**src/rtl/tune_sched_if.sv**
```systemverilog
// rtl/tune_sched_if.sv - request/go bundle between cmd_proc, tune_scheduler and charge
// TUNE_SCHED_FLUSH_EN adds the flush request line.
interface tune_sched_if #(parameter int PEND_W = 3);
  logic              req;
  logic              ovf_clr;
`ifdef TUNE_SCHED_FLUSH_EN
  logic              flush;
`endif
  logic              go;
  logic              busy;
  logic [PEND_W-1:0] pending;
  logic              overflow;

`ifdef TUNE_SCHED_FLUSH_EN
  modport master (output req, ovf_clr, flush, input go, busy, pending, overflow);
  modport slave  (input req, ovf_clr, flush, output go, busy, pending, overflow);
`else
  modport master (output req, ovf_clr, input go, busy, pending, overflow);
  modport slave  (input req, ovf_clr, output go, busy, pending, overflow);
`endif
endinterface

```
**src/rtl/tune_scheduler.sv**
```systemverilog
// rtl/tune_scheduler.sv - queues fanfare requests and paces charge go pulses with tune+gap timing
// TUNE_SCHED_FLUSH_EN enables the pending-queue flush input.
module tune_scheduler #(
  parameter bit          FAST_SIM  = 1'b1,
  parameter logic [25:0] TUNE_CLKS = 26'd58720272,
  parameter logic [25:0] GAP_CLKS  = 26'd1048576,
  parameter int          PEND_W    = 3
) (
  input logic         clk,
  input logic         rst_n,
  tune_sched_if.slave bus
);
  localparam logic [PEND_W-1:0] PEND_MAX = {PEND_W{1'b1}};
  localparam logic [PEND_W-1:0] PEND_ONE = {{(PEND_W-1){1'b0}}, 1'b1};
  localparam logic [25:0]       DEC      = FAST_SIM ? 26'd16 : 26'd1;

  typedef enum logic [1:0] {IDLE, PLAY, GAP} state_e;

  state_e            state_q, state_d;
  logic [25:0]       timer_q, timer_d;
  logic [PEND_W-1:0] pend_q, pend_d;
  logic              go_q, go_d;
  logic              busy_q, busy_d;
  logic              ovf_q, ovf_d;
  logic              drop;
  logic              flush;
  logic [25:0]       timer_dec;

`ifdef TUNE_SCHED_FLUSH_EN
  assign flush = bus.flush;
`else
  assign flush = 1'b0;
`endif

  // Saturating decrement: the timer never wraps below zero.
  assign timer_dec = (timer_q < DEC) ? '0 : timer_q - DEC;

  always_comb begin
    state_d = state_q;
    timer_d = timer_q;
    pend_d  = pend_q;
    go_d    = 1'b0;
    ovf_d   = ovf_q;
    drop    = 1'b0;

    case (state_q)
      IDLE: begin
        if (bus.req || pend_q != '0) begin
          state_d = PLAY;
          go_d    = 1'b1;
          timer_d = TUNE_CLKS;
        end
      end
      PLAY: begin
        if (timer_q == '0) begin
          state_d = GAP;
          timer_d = GAP_CLKS;
        end else begin
          timer_d = timer_dec;
        end
      end
      GAP: begin
        if (timer_q == '0) state_d = IDLE;
        else               timer_d = timer_dec;
      end
      default: state_d = IDLE;
    endcase

    // A go in the same clk as a req nets to zero change, whichever source feeds it.
    if (go_d) begin
      if (pend_q != '0 && !bus.req) pend_d = pend_q - PEND_ONE;
    end else if (bus.req) begin
      if (pend_q == PEND_MAX) drop = 1'b1;
      else                    pend_d = pend_q + PEND_ONE;
    end

    if (flush) pend_d = '0;

    if (drop)             ovf_d = 1'b1;
    else if (bus.ovf_clr) ovf_d = 1'b0;

    busy_d = (state_d != IDLE);
  end

  always_ff @(posedge clk or negedge rst_n) begin
    if (!rst_n) begin
      state_q <= IDLE;
      timer_q <= '0;
      pend_q  <= '0;
      go_q    <= 1'b0;
      busy_q  <= 1'b0;
      ovf_q   <= 1'b0;
    end else begin
      state_q <= state_d;
      timer_q <= timer_d;
      pend_q  <= pend_d;
      go_q    <= go_d;
      busy_q  <= busy_d;
      ovf_q   <= ovf_d;
    end
  end

  assign bus.go       = go_q;
  assign bus.busy     = busy_q;
  assign bus.pending  = pend_q;
  assign bus.overflow = ovf_q;
endmodule

```
**src/flat_wrapper.sv**
```systemverilog
// flat-port wrapper written by rule: the top's interface ports become plain ports
module tune_scheduler_flat 
#(
  parameter bit          FAST_SIM  = 1'b1,
  parameter logic [25:0] TUNE_CLKS = 26'd58720272,
  parameter logic [25:0] GAP_CLKS  = 26'd1048576,
  parameter int          PEND_W    = 3
)
  (clk, rst_n, bus_req, bus_ovf_clr, bus_go, bus_busy, bus_pending, bus_overflow);
  tune_sched_if #(.PEND_W(PEND_W)) bus_i ();
  input logic clk;
  input logic rst_n;
  input wire logic [$bits(bus_i.req)-1:0] bus_req;
  input wire logic [$bits(bus_i.ovf_clr)-1:0] bus_ovf_clr;
  output wire logic [$bits(bus_i.go)-1:0] bus_go;
  output wire logic [$bits(bus_i.busy)-1:0] bus_busy;
  output wire logic [$bits(bus_i.pending)-1:0] bus_pending;
  output wire logic [$bits(bus_i.overflow)-1:0] bus_overflow;
  assign bus_i.req = bus_req;
  assign bus_i.ovf_clr = bus_ovf_clr;
  assign bus_go = bus_i.go;
  assign bus_busy = bus_i.busy;
  assign bus_pending = bus_i.pending;
  assign bus_overflow = bus_i.overflow;
  tune_scheduler #(.FAST_SIM(FAST_SIM), .TUNE_CLKS(TUNE_CLKS), .GAP_CLKS(GAP_CLKS), .PEND_W(PEND_W)) u_core (.clk(clk), .rst_n(rst_n), .bus(bus_i));
endmodule
```
**config.mk**
```make
export PLATFORM = sky130hd
export DESIGN_NAME = tune_scheduler_flat
export DESIGN_NICKNAME = d
export VERILOG_FILES = /design/src/rtl/tune_sched_if.sv /design/src/rtl/tune_scheduler.sv /design/src/flat_wrapper.sv
export SDC_FILE = /design/constraint.sdc
export NUM_CORES = 1
export LEC_CHECK = 0
export CAP_MARGIN = 20
export CORE_MARGIN = 2
export CORE_UTILIZATION = 31
export CTS_CLUSTER_DIAMETER = 80
export DETAILED_ROUTE_END_ITERATION = 16
export SLEW_MARGIN = 20
export SYNTH_ARGS = -nofsm -noshare
export SYNTH_HDL_FRONTEND = slang
export SYNTH_SLANG_ARGS = --single-unit
```
**constraint.sdc**
```tcl
create_clock -name clk -period 4.26 [get_ports clk]
set_input_delay 0.639 -clock clk [delete_from_list [all_inputs] [get_ports clk]]
set_output_delay 0.639 -clock clk [all_outputs]
set_load 0.02 [all_outputs]
```
Word level (Yosys, flattened, before mapping)
Index checks and enable logic that the tools add are counted.
{ "word_totals": {"regBits": 34, "in_bits": 4, "output_inout_bits": 6} }
{ "classes": {"n_addsub": 3, "magnitude_cmp": 1, "eq_ne": 7, "n_mux": 20, "n_reduce_logical": 12} }
{ "ops": {"columns": ["op", "count"], "rows": [
  ["two-way mux 26 bit", 4],
  ["one-hot mux 26 bit (3 select lines)", 1],
  ["logical NOT 26 bit", 1],
  ["less-than comparator 26 x 5 -> 1 bit, second input constant", 1],
  ["subtractor 26 x 5 -> 26 bit, second input constant", 1],
  ["two-way mux 3 bit", 4],
  ["two-way mux 1 bit", 7],
  ["two-way mux 2 bit", 3],
  ["one-hot mux 2 bit (3 select lines)", 1],
  ["AND reduction 3 bit", 2],
  ["nonzero test 2 bit", 3],
  ["nonzero test 3 bit", 2],
  ["!= test 2 x 1 -> 1 bit, second input constant", 2],
  ["!= test 2 bit, second input constant", 2],
  ["adder 3 x 1 -> 3 bit, second input constant", 1],
  ["equality test 3 bit, second input constant", 1],
  ["subtractor 3 x 1 -> 3 bit, second input constant", 1],
  ["equality test 2 x 1 -> 1 bit, second input constant", 1],
  ["equality test 2 bit, second input constant", 1],
  ["logical NOT 2 bit", 1],
  ["logical AND 1 bit", 1],
  ["logical NOT 1 bit", 1],
  ["logical OR 1 bit", 1]
]} }

Longest topological paths before layout
Gate-level depths: netlist (run 1).
{ "depth": {"depth_word": 6, "depth_mapped": 10, "depth_no_buf": 8} }

Worst setup path after synthesis (run 1)
Ideal clock, no wire load.
{ "synth_path": {"path_type": "input to register", "from": "in bus_req", "to": "reg u_core.pend_q[1], in the netlist u_core.bus.pending[1]", "setup_ns": 0.094, "t_arrival_ns": 2.312, "t_required_ns": 4.166, "path_slack_ns": 1.854, "cell_stages": 6, "path_buffers": 0, "cell_sequence": "or3_1 o21ai_0 fa_1 a211oi_1 a21oi_1 a211oi_1"} }
{ "synth_between": {"elab_chain_cells": 5, "word_cells_on_any_way": 10, "classes_between": "eq/ne (2); mux (3); reduce/logical (5)"} }
{ "synth_lines": {"columns": ["item", "line_no", "rtl"], "rows": [
  ["start, declared", "flat_wrapper.sv:13", "input wire logic [$bits(bus_i.req)-1:0] bus_req;"],
  ["logical OR 1 bit", "tune_scheduler.sv:48", "if (bus.req || pend_q != '0) begin"],
  ["two-way mux 1 bit", "tune_scheduler.sv:48", null],
  ["two-way mux 1 bit", "tune_scheduler.sv:46", "case (state_q)"],
  ["!= test 2 bit (no source line) (tied with other cells)", null, null],
  ["AND reduction 3 bit (no source line)", null, null],
  ["end signal, assigned", "tune_scheduler.sv:96", "pend_q <= pend_d;"],
  ["end, declared", "tune_scheduler.sv:21", "logic [PEND_W-1:0] pend_q, pend_d;"]
]} }
Parallel ways exist; a longest one is shown, timed or not.
A chain may end at the register's enable or synchronous reset.

Worst setup path after layout (run 1)
{ "layout_path": {"from": "in bus_req", "to": "reg u_core.timer_q[16]"} }
{ "layout_between": {"elab_chain_cells": 3} }
{ "layout_lines": {"columns": ["item", "line_no", "rtl"], "rows": [
  ["logical OR 1 bit", "tune_scheduler.sv:48", null],
  ["!= test 2 x 1 -> 1 bit (no source line)", null, null],
  ["AND reduction 3 bit (no source line)", null, null],
  ["end signal, assigned", "tune_scheduler.sv:95", "timer_q <= timer_d;"],
  ["end, declared", "tune_scheduler.sv:20", "logic [25:0] timer_q, timer_d;"]
]} }
No other way between the ends.

==> results of run 1 <==
## routing by layer
metal | track usage | vias to the layer above | part of all wire
met5 | 0 | - | 0
met4 | 0.0534 | 0 | 0.017
met3 | 0.0375 | 8 | 0.057
met2 | 0.214 | 48 | 0.48
met1 | 0.174 | 819 | 0.45
li1 | - | 820 | -
## where the power goes
| group | switching, W | internal (W) | leakage (nW) |
|---|---|---|---|
| Sequential | 0.0000183 | 0.000332 | 0.401 |
| Combinational | 0.0000637 | 0.0000476 | 0.439 |
| Clock | 0.000117 | 0.000130 | 0.0482 |
| Total | 0.000199 | 0.000510 | 0.887 |
## logic make-up (layout without fill, tap and decap cells)
kind of cell | count (synthesis) | in the layout
buffers and inverters | 16 | 29
and+or+nand+nor | 101 | 101
muxes | 1 | 1
xor gates and xnor gates | 11 | 11
DFF | 34 | 34
AOI/OAI and AO/OA | 47 | 47
adders and majority gates | 7 | 7
## flip-flops by register name (all words and copies together) (netlist names)
register,flops
u_core.timer_q,26
u_core.bus.overflow,1
u_core.bus.busy,1
u_core.bus.pending,3
u_core.state_q,2
u_core.bus.go,1
## worst max-delay path by stage
stage | startpoint | to
CTS | bus_req | u_core.bus.pending[1]
floorplan | bus_req | u_core.bus.pending[1]
global route | bus_req | u_core.bus.pending[1]
finish | bus_req | u_core.timer_q[16]
global placement | bus_req | u_core.bus.pending[1]
detailed placement | bus_req | u_core.bus.pending[1]
## per-stage QoR
| step | hold slack [ps] | total power, W | area, um^2 | cells |
|---|---|---|---|---|
| after floorplan | 343 | 0.000422 | 2080 | 217 |
| after global placement | 476 | 0.000465 | 2240 | 299 |
| after detailed placement | 484 | 0.000468 | 2240 | 299 |
| after CTS | 499 | 0.000719 | 2330 | 307 |
| after global routing | 520 | 0.000745 | 2330 | 307 |
| final | 495 | 0.000708 | 2330 | 307 |
## cell usage in the layout (no fill, tap or decap), drive strengths merged, types with 3 or more instances in the layout
cell / n
a211oi: 3
a21oi: 11
and4: 4
clkbuf: 7
clkdlybuf4s50: 9
dfrtp: 34
ha: 6
inv: 10
nand2: 14
nand3: 7
nand4: 5
nor2: 30
nor2b: 6
nor3: 4
nor4: 11
o21ai: 11
o31ai: 4
or2: 3
or3: 5
or4: 4
xnor2: 4
xor2: 7
## layout make-up
type | count | area [um^2] | area share
clock buffers | 7 | 86.3 | 0.0370
clock inverters | 1 | 5.00 | 0.00215
inverters | 10 | 37.5 | 0.0161
multi-input cells | 167 | 1150 | 0.494
flip-flops and latches | 34 | 851 | 0.365
well taps | 77 | 96.3 | 0.0413
repair buffers | 11 | 105 | 0.0451
==> impl_results.md, run 1 <==
* Layout Utilization at 0.363
* Synth Area in XOR/XNOR at 0.0464
* Sink Count at 34
* Area of the die at 7380 um^2
* Syn Inst Count at between 200 and 250
* Nets at 240
* Post-synthesis sequential area ratio at 0.409
* Largest family of logic cells by synthesized area: simple AND/OR/NAND/NOR gates
* Cell with the most instances after synthesis: dfrtp_1
* Biggest area consumer among synthesized cells: dfrtp_1
* Critical Path Start Type: input pin
* Port bufs at 9
* Layout Area Growth over Synthesis at 12.2%
* Avg WL per Cell at roughly 15 um
* Clock Path Buffers at 2
* WP depth at 6
* GRT Util Overall at 0.135
* Slew at the pin with the worst max-slew slack at between 700 and 800 ps
* DR vias/cell at roughly 5.5
* Placer Congestion at between 0.8 and 0.9
* R2R Setup Slk at between 1500 and 2000 ps
* TritonCTS clock tree: built
* Die Wd at roughly 86 um
* Initial Utilization at 0.324
* Total number of vias at about 1700
* Number of synthesized flops with an enable pin at 0
* Pre-CTS setup slack at around 1100 ps
* CTS Buf Count at 5
* Slowest cell on crit path: a21oi_1
* Post-detail-place hpwl at approximately 3.2 mm
* Compound-Gate Fraction of Synth Area at 0.167
* Final hold viol count at 0
* Post-synth ARST share at 1.00
* Min-Delay Path Depth at 1
* Hold endpoint: u_core.timer_q[2]
* Tmin final at roughly 2900 ps
* Synth Area in Simple Gates at 0.290
* Fin crit share at 0.676
* Setup Viol. Count Final at 0
* Post-synthesis mux area share at 0.00482
* CP peak stage delay at 660 ps
* Vias in the first global route at 1655
* Buf/Inv on CP at 1
* Worst Path Required at 4490 ps
* Initial antenna violation count at 0
* First-pass GRT wire length at approximately 7.8 mm
* N_diodes at 0
* Critical path endpoint category: register
* Post-synth cell types at 55
* # fillers at roughly 640
* Pwr/cell area at around 300 nW/um^2
* Post-CTS resize count at 0
* Clk root buf: clkbuf_8
* DRC at 0
* IO Count at 10
* Most frequent cells after synthesis: dfrtp_1, nor2_1, nand2_1, nor2_2, inv_1
* Adder-cell share of the synthesized area at 0.0458
* Crit-path cells: clkdlybuf4s50_1, nor4_1, a21oi_1, nand2_1, or3_1, a21oi_2
* Total grt overflow at 0
* Synth area leaders: dfrtp_1, ha_1, nor2_2
* Crit path max fanout at 10
* RSZ-0062 raised after global routing: no
* Max H-tree Level at 2
* Worst-skew pair later-pin latency at roughly 290 ps
* Number of max-cap violations at 0
* Worst r2r path cells at 7
* Cell row count at 29
* Post-Syn Area at around 2100 um^2
* FF-to-FF Start: u_core.timer_q[7]
* Leakage power at around 0.89 nW
* Yosys top cell area share at 0.409
* Post-synth top flop: dfrtp_1
* Yosys warns at 0
* Status: completed
* Flops & latches, synth at 34
* CP arrival at approximately 3100 ps
* Layout cell share with drive strength beyond 1 at 0.174
* Hold WC Path Type: reg -> reg
* Clk_skew at between 8 and 9 ps
* Final WL at roughly 4.5 mm
* Clock-pin slew on the worst setup and hold paths at roughly 70 ps
* Critical path class: in -> reg
* Die H at approximately 86 um
* CP delay by family, top: simple AND/OR/NAND/NOR gates
* Post-Syn Nets at ~230
* Post-CTS Hold Fix Bufs at 0
* Final WS setup at 1380 ps
* ANT nets after route at 0
* Drt first pass iters at 4
* Highest clock rate at ~0.35 GHz
* Slew HR at 0.471
* Max IR drop VDD at approximately 110 uV
* Postcts setup bufs at 0
* Slew Limit Fails at 0
* Min-delay src: u_core.timer_q[2]
* Reg-to-Reg End: u_core.timer_q[3]
* Setup_tns at 0 ps
* Largest net degree at the start of global routing at 35
* Post-synthesis average cell area at around 9.6 um^2
* Core Footprint at 6420 um^2
* DR iter-0 viols at ~140
Power figures use the tool's default switching activity.
==> run 2: changes to the inputs <==
==> constraint.sdc (replaced) <==
create_clock -name clk -period 2.6 [get_ports clk]
set_input_delay 0.39 -clock clk [delete_from_list [all_inputs] [get_ports clk]]
set_output_delay 0.39 -clock clk [all_outputs]
set_load 0.02 [all_outputs]
==> run 2 against run 1 <==
Compared with the run above: sequential share of layout area is 2.0 points lower; die area unchanged; register-to-register slack worse by 1300 ps; critical endpoint is now u_core.timer_q[5]; clock skew increased by 1.8 ps; via count increased by 1.8%; first-iteration DRC count down 10%; highest routed layer unchanged.
==> impl_results.md, run 2 (synthesis gave the netlist of run 1 again) <==
* Status: completed
* DR vias/cell at 5.36 (-2.9%)
* Clk root buf: clkbuf_8
* Multi-input gate area at 1160 um^2 (+0.98%)
* Worst Path Required at 2760 ps (-1730 ps)
* Fin crit share at 0.929
* Most frequent cells in the layout: dfrtp_1, nor2_1, buf_4, nand2_1, nor2_2
* Slew at the pin with the worst max-slew slack at 577 ps (-217 ps)
* Critical path class: reg -> reg
* Clk_skew at 9.90 ps (+1.78 ps)
* Critical Path Start Type: register
* DR iter-0 viols at 123 (-10%)
* Clock Path Buffers at 2 (unchanged)
* CP arrival at 2570 ps (-530 ps)
* Layout Area Growth over Synthesis at 18.8%
* RSZ-0062 raised after global routing: no
* ANT nets after route at 0 (unchanged)
* Clock-pin slew on the worst setup and hold paths at 70 ps (about the same)
* Critical path endpoint category: register
* Worst-skew pair later-pin latency at 290 ps (about the same)
* Initial Utilization at 0.324 (unchanged)
* CTS Buf Count at 5 (unchanged)
* Slew Limit Fails at 0 (unchanged)
* Setup Viol. Count Final at 0 (unchanged)
* Tot Pwr at 0.00117 W (+66%)
* Final WL at 4.62 mm (+2.0%)
* Crit path max fanout at 20 (+10)
* Post-detail-place hpwl at 3.29 mm (+4.3%)
* Tmin final at 2420 ps
* Highest clock rate at ~0.41 GHz
* Die Wd at 85.9 um (unchanged)
* Hold WC Path Type: reg -> reg
* # fillers at 653 (+1.7%)
* Post-CTS Hold Fix Bufs at 0 (unchanged)
* Total number of vias at 1726 (+1.8%)
* Largest reg by FF count: u_core.timer_q
* Max H-tree Level at 2 (unchanged)
* Seq. cell area at 851 um^2 (unchanged)
* Avg WL per Cell at 14.4 um (-2.7%)
* Commonest non-fill, non-tap cell in the layout: dfrtp_1
* Initial antenna violation count at 0 (unchanged)
* DRC at 0 (unchanged)
* Pwr/cell area at 475 nW/um^2 (+56%)
* Core Footprint at 6420 um^2 (unchanged)
* Max reg flops at 26 (unchanged)
* Port bufs at 9 (unchanged)
* TritonCTS clock tree: built
* Sink Count at 34 (unchanged)
* Total grt overflow at 0 (unchanged)
* Worst hold slack at 490 ps (-4.04 ps)
* Area of the die at 7380 um^2 (unchanged)
* Cell row count at 29 (unchanged)
* GRT Util Overall at 0.137 (+0.00184)
* Layout cell share with drive strength beyond 1 at 0.237 (+0.0628)
* Drt first pass iters at 4 (unchanged)
* Slew HR at 0.612 (+0.141)
* Vias in the first global route at 1694 (+2.4%)
* Nets at 255 (+6.3%)
* Largest net degree at the start of global routing at 35 (unchanged)
* N_diodes at 0 (unchanged)
* Final hold viol count at 0 (unchanged)
* Leakage power at 0.966 nW (+8.8%)
* IO Count at 10 (unchanged)
* Placer Congestion at 0.874 (+3.5%)
* Max IR drop VDD at 156 uV (+45%)
* Die H at 85.9 um (unchanged)
* First-pass GRT wire length at 7.98 mm (+2.0%)
* Number of max-cap violations at 0 (unchanged)
-- run 2: cell count changes in the layout (fill, tap and decap cells not counted), sizes merged --
cell  change
buf      +15
-- run 2: critical path: stages, from the launching register on --
cell,delay [ps]
dfrtp_1,450
nor4_4,370
nand4b_2,170
or4_4,630
a21o_1,220
a21oi_2,180
buf_12,200
a211oi_2,40
-- run 2: final timing paths --
check / from / end / slack (ps) / cells past startpoint
setup / recovery: u_core.timer_q[16] / u_core.timer_q[5] / 180 / 7
hold / removal: u_core.timer_q[0] / u_core.timer_q[0] / 490 / 1
setup reg to reg: u_core.timer_q[16] / u_core.timer_q[5] / 180 / 7
hold reg to reg: u_core.timer_q[0] / u_core.timer_q[0] / 490 / 1
max in group asynchronous: rst_n / u_core.timer_q[6] / 1770 / 2
min in group asynchronous: rst_n / u_core.state_q[1] / 500 / 2
-- run 2: report_power, final --
group	internal, W	switching, W
clock	0.000214	0.000196
sequential	0.000544	0.0000309
combinational	0.0000840	0.000104
-- run 2: timing repair --
action,CTS,global route
endpoints found under the setup margin,0,22
setup buffers,0,0
resized for setup,0,3
-- run 2: metrics by stage --
| stage | TNS, ps | cell area [um^2] | instances | setup slack, ps | util |
|---|---|---|---|---|---|
| 2_1_floorplan | 0 | 2080 | 217 | 276 | - |
| 3_3_place_gp | 0 | 2370 | 314 | 77.2 | 0.368 |
| 3_5_place_dp | -61.4 | 2370 | 314 | -61.4 | 0.368 |
| 4_1_cts | 0 | 2460 | 322 | 48.4 | 0.383 |
| 5_1_grt | 0 | 2470 | 322 | 37.0 | 0.384 |
| 6_report | 0 | 2470 | 322 | 184 | 0.384 |
-- run 2: final cells by class --
| cell class | instances | area share |
|---|---|---|
| clock buffer | 7 | 0.0350 |
| clock inverter | 1 | 0.00203 |
| inverter | 10 | 0.0152 |
| multi-input combinational | 167 | 0.471 |
| sequential | 34 | 0.345 |
| tap | 77 | 0.0390 |
| timing repair buffer | 26 | 0.0933 |
-- run 2: per-layer routing --
layer | global-route usage | wire [um]
met3 | 0.0404 | 221
met4 | 0.0447 | 48
met2 | 0.202 | 2120
met5 | 0 | 0
met1 | 0.192 | 2230
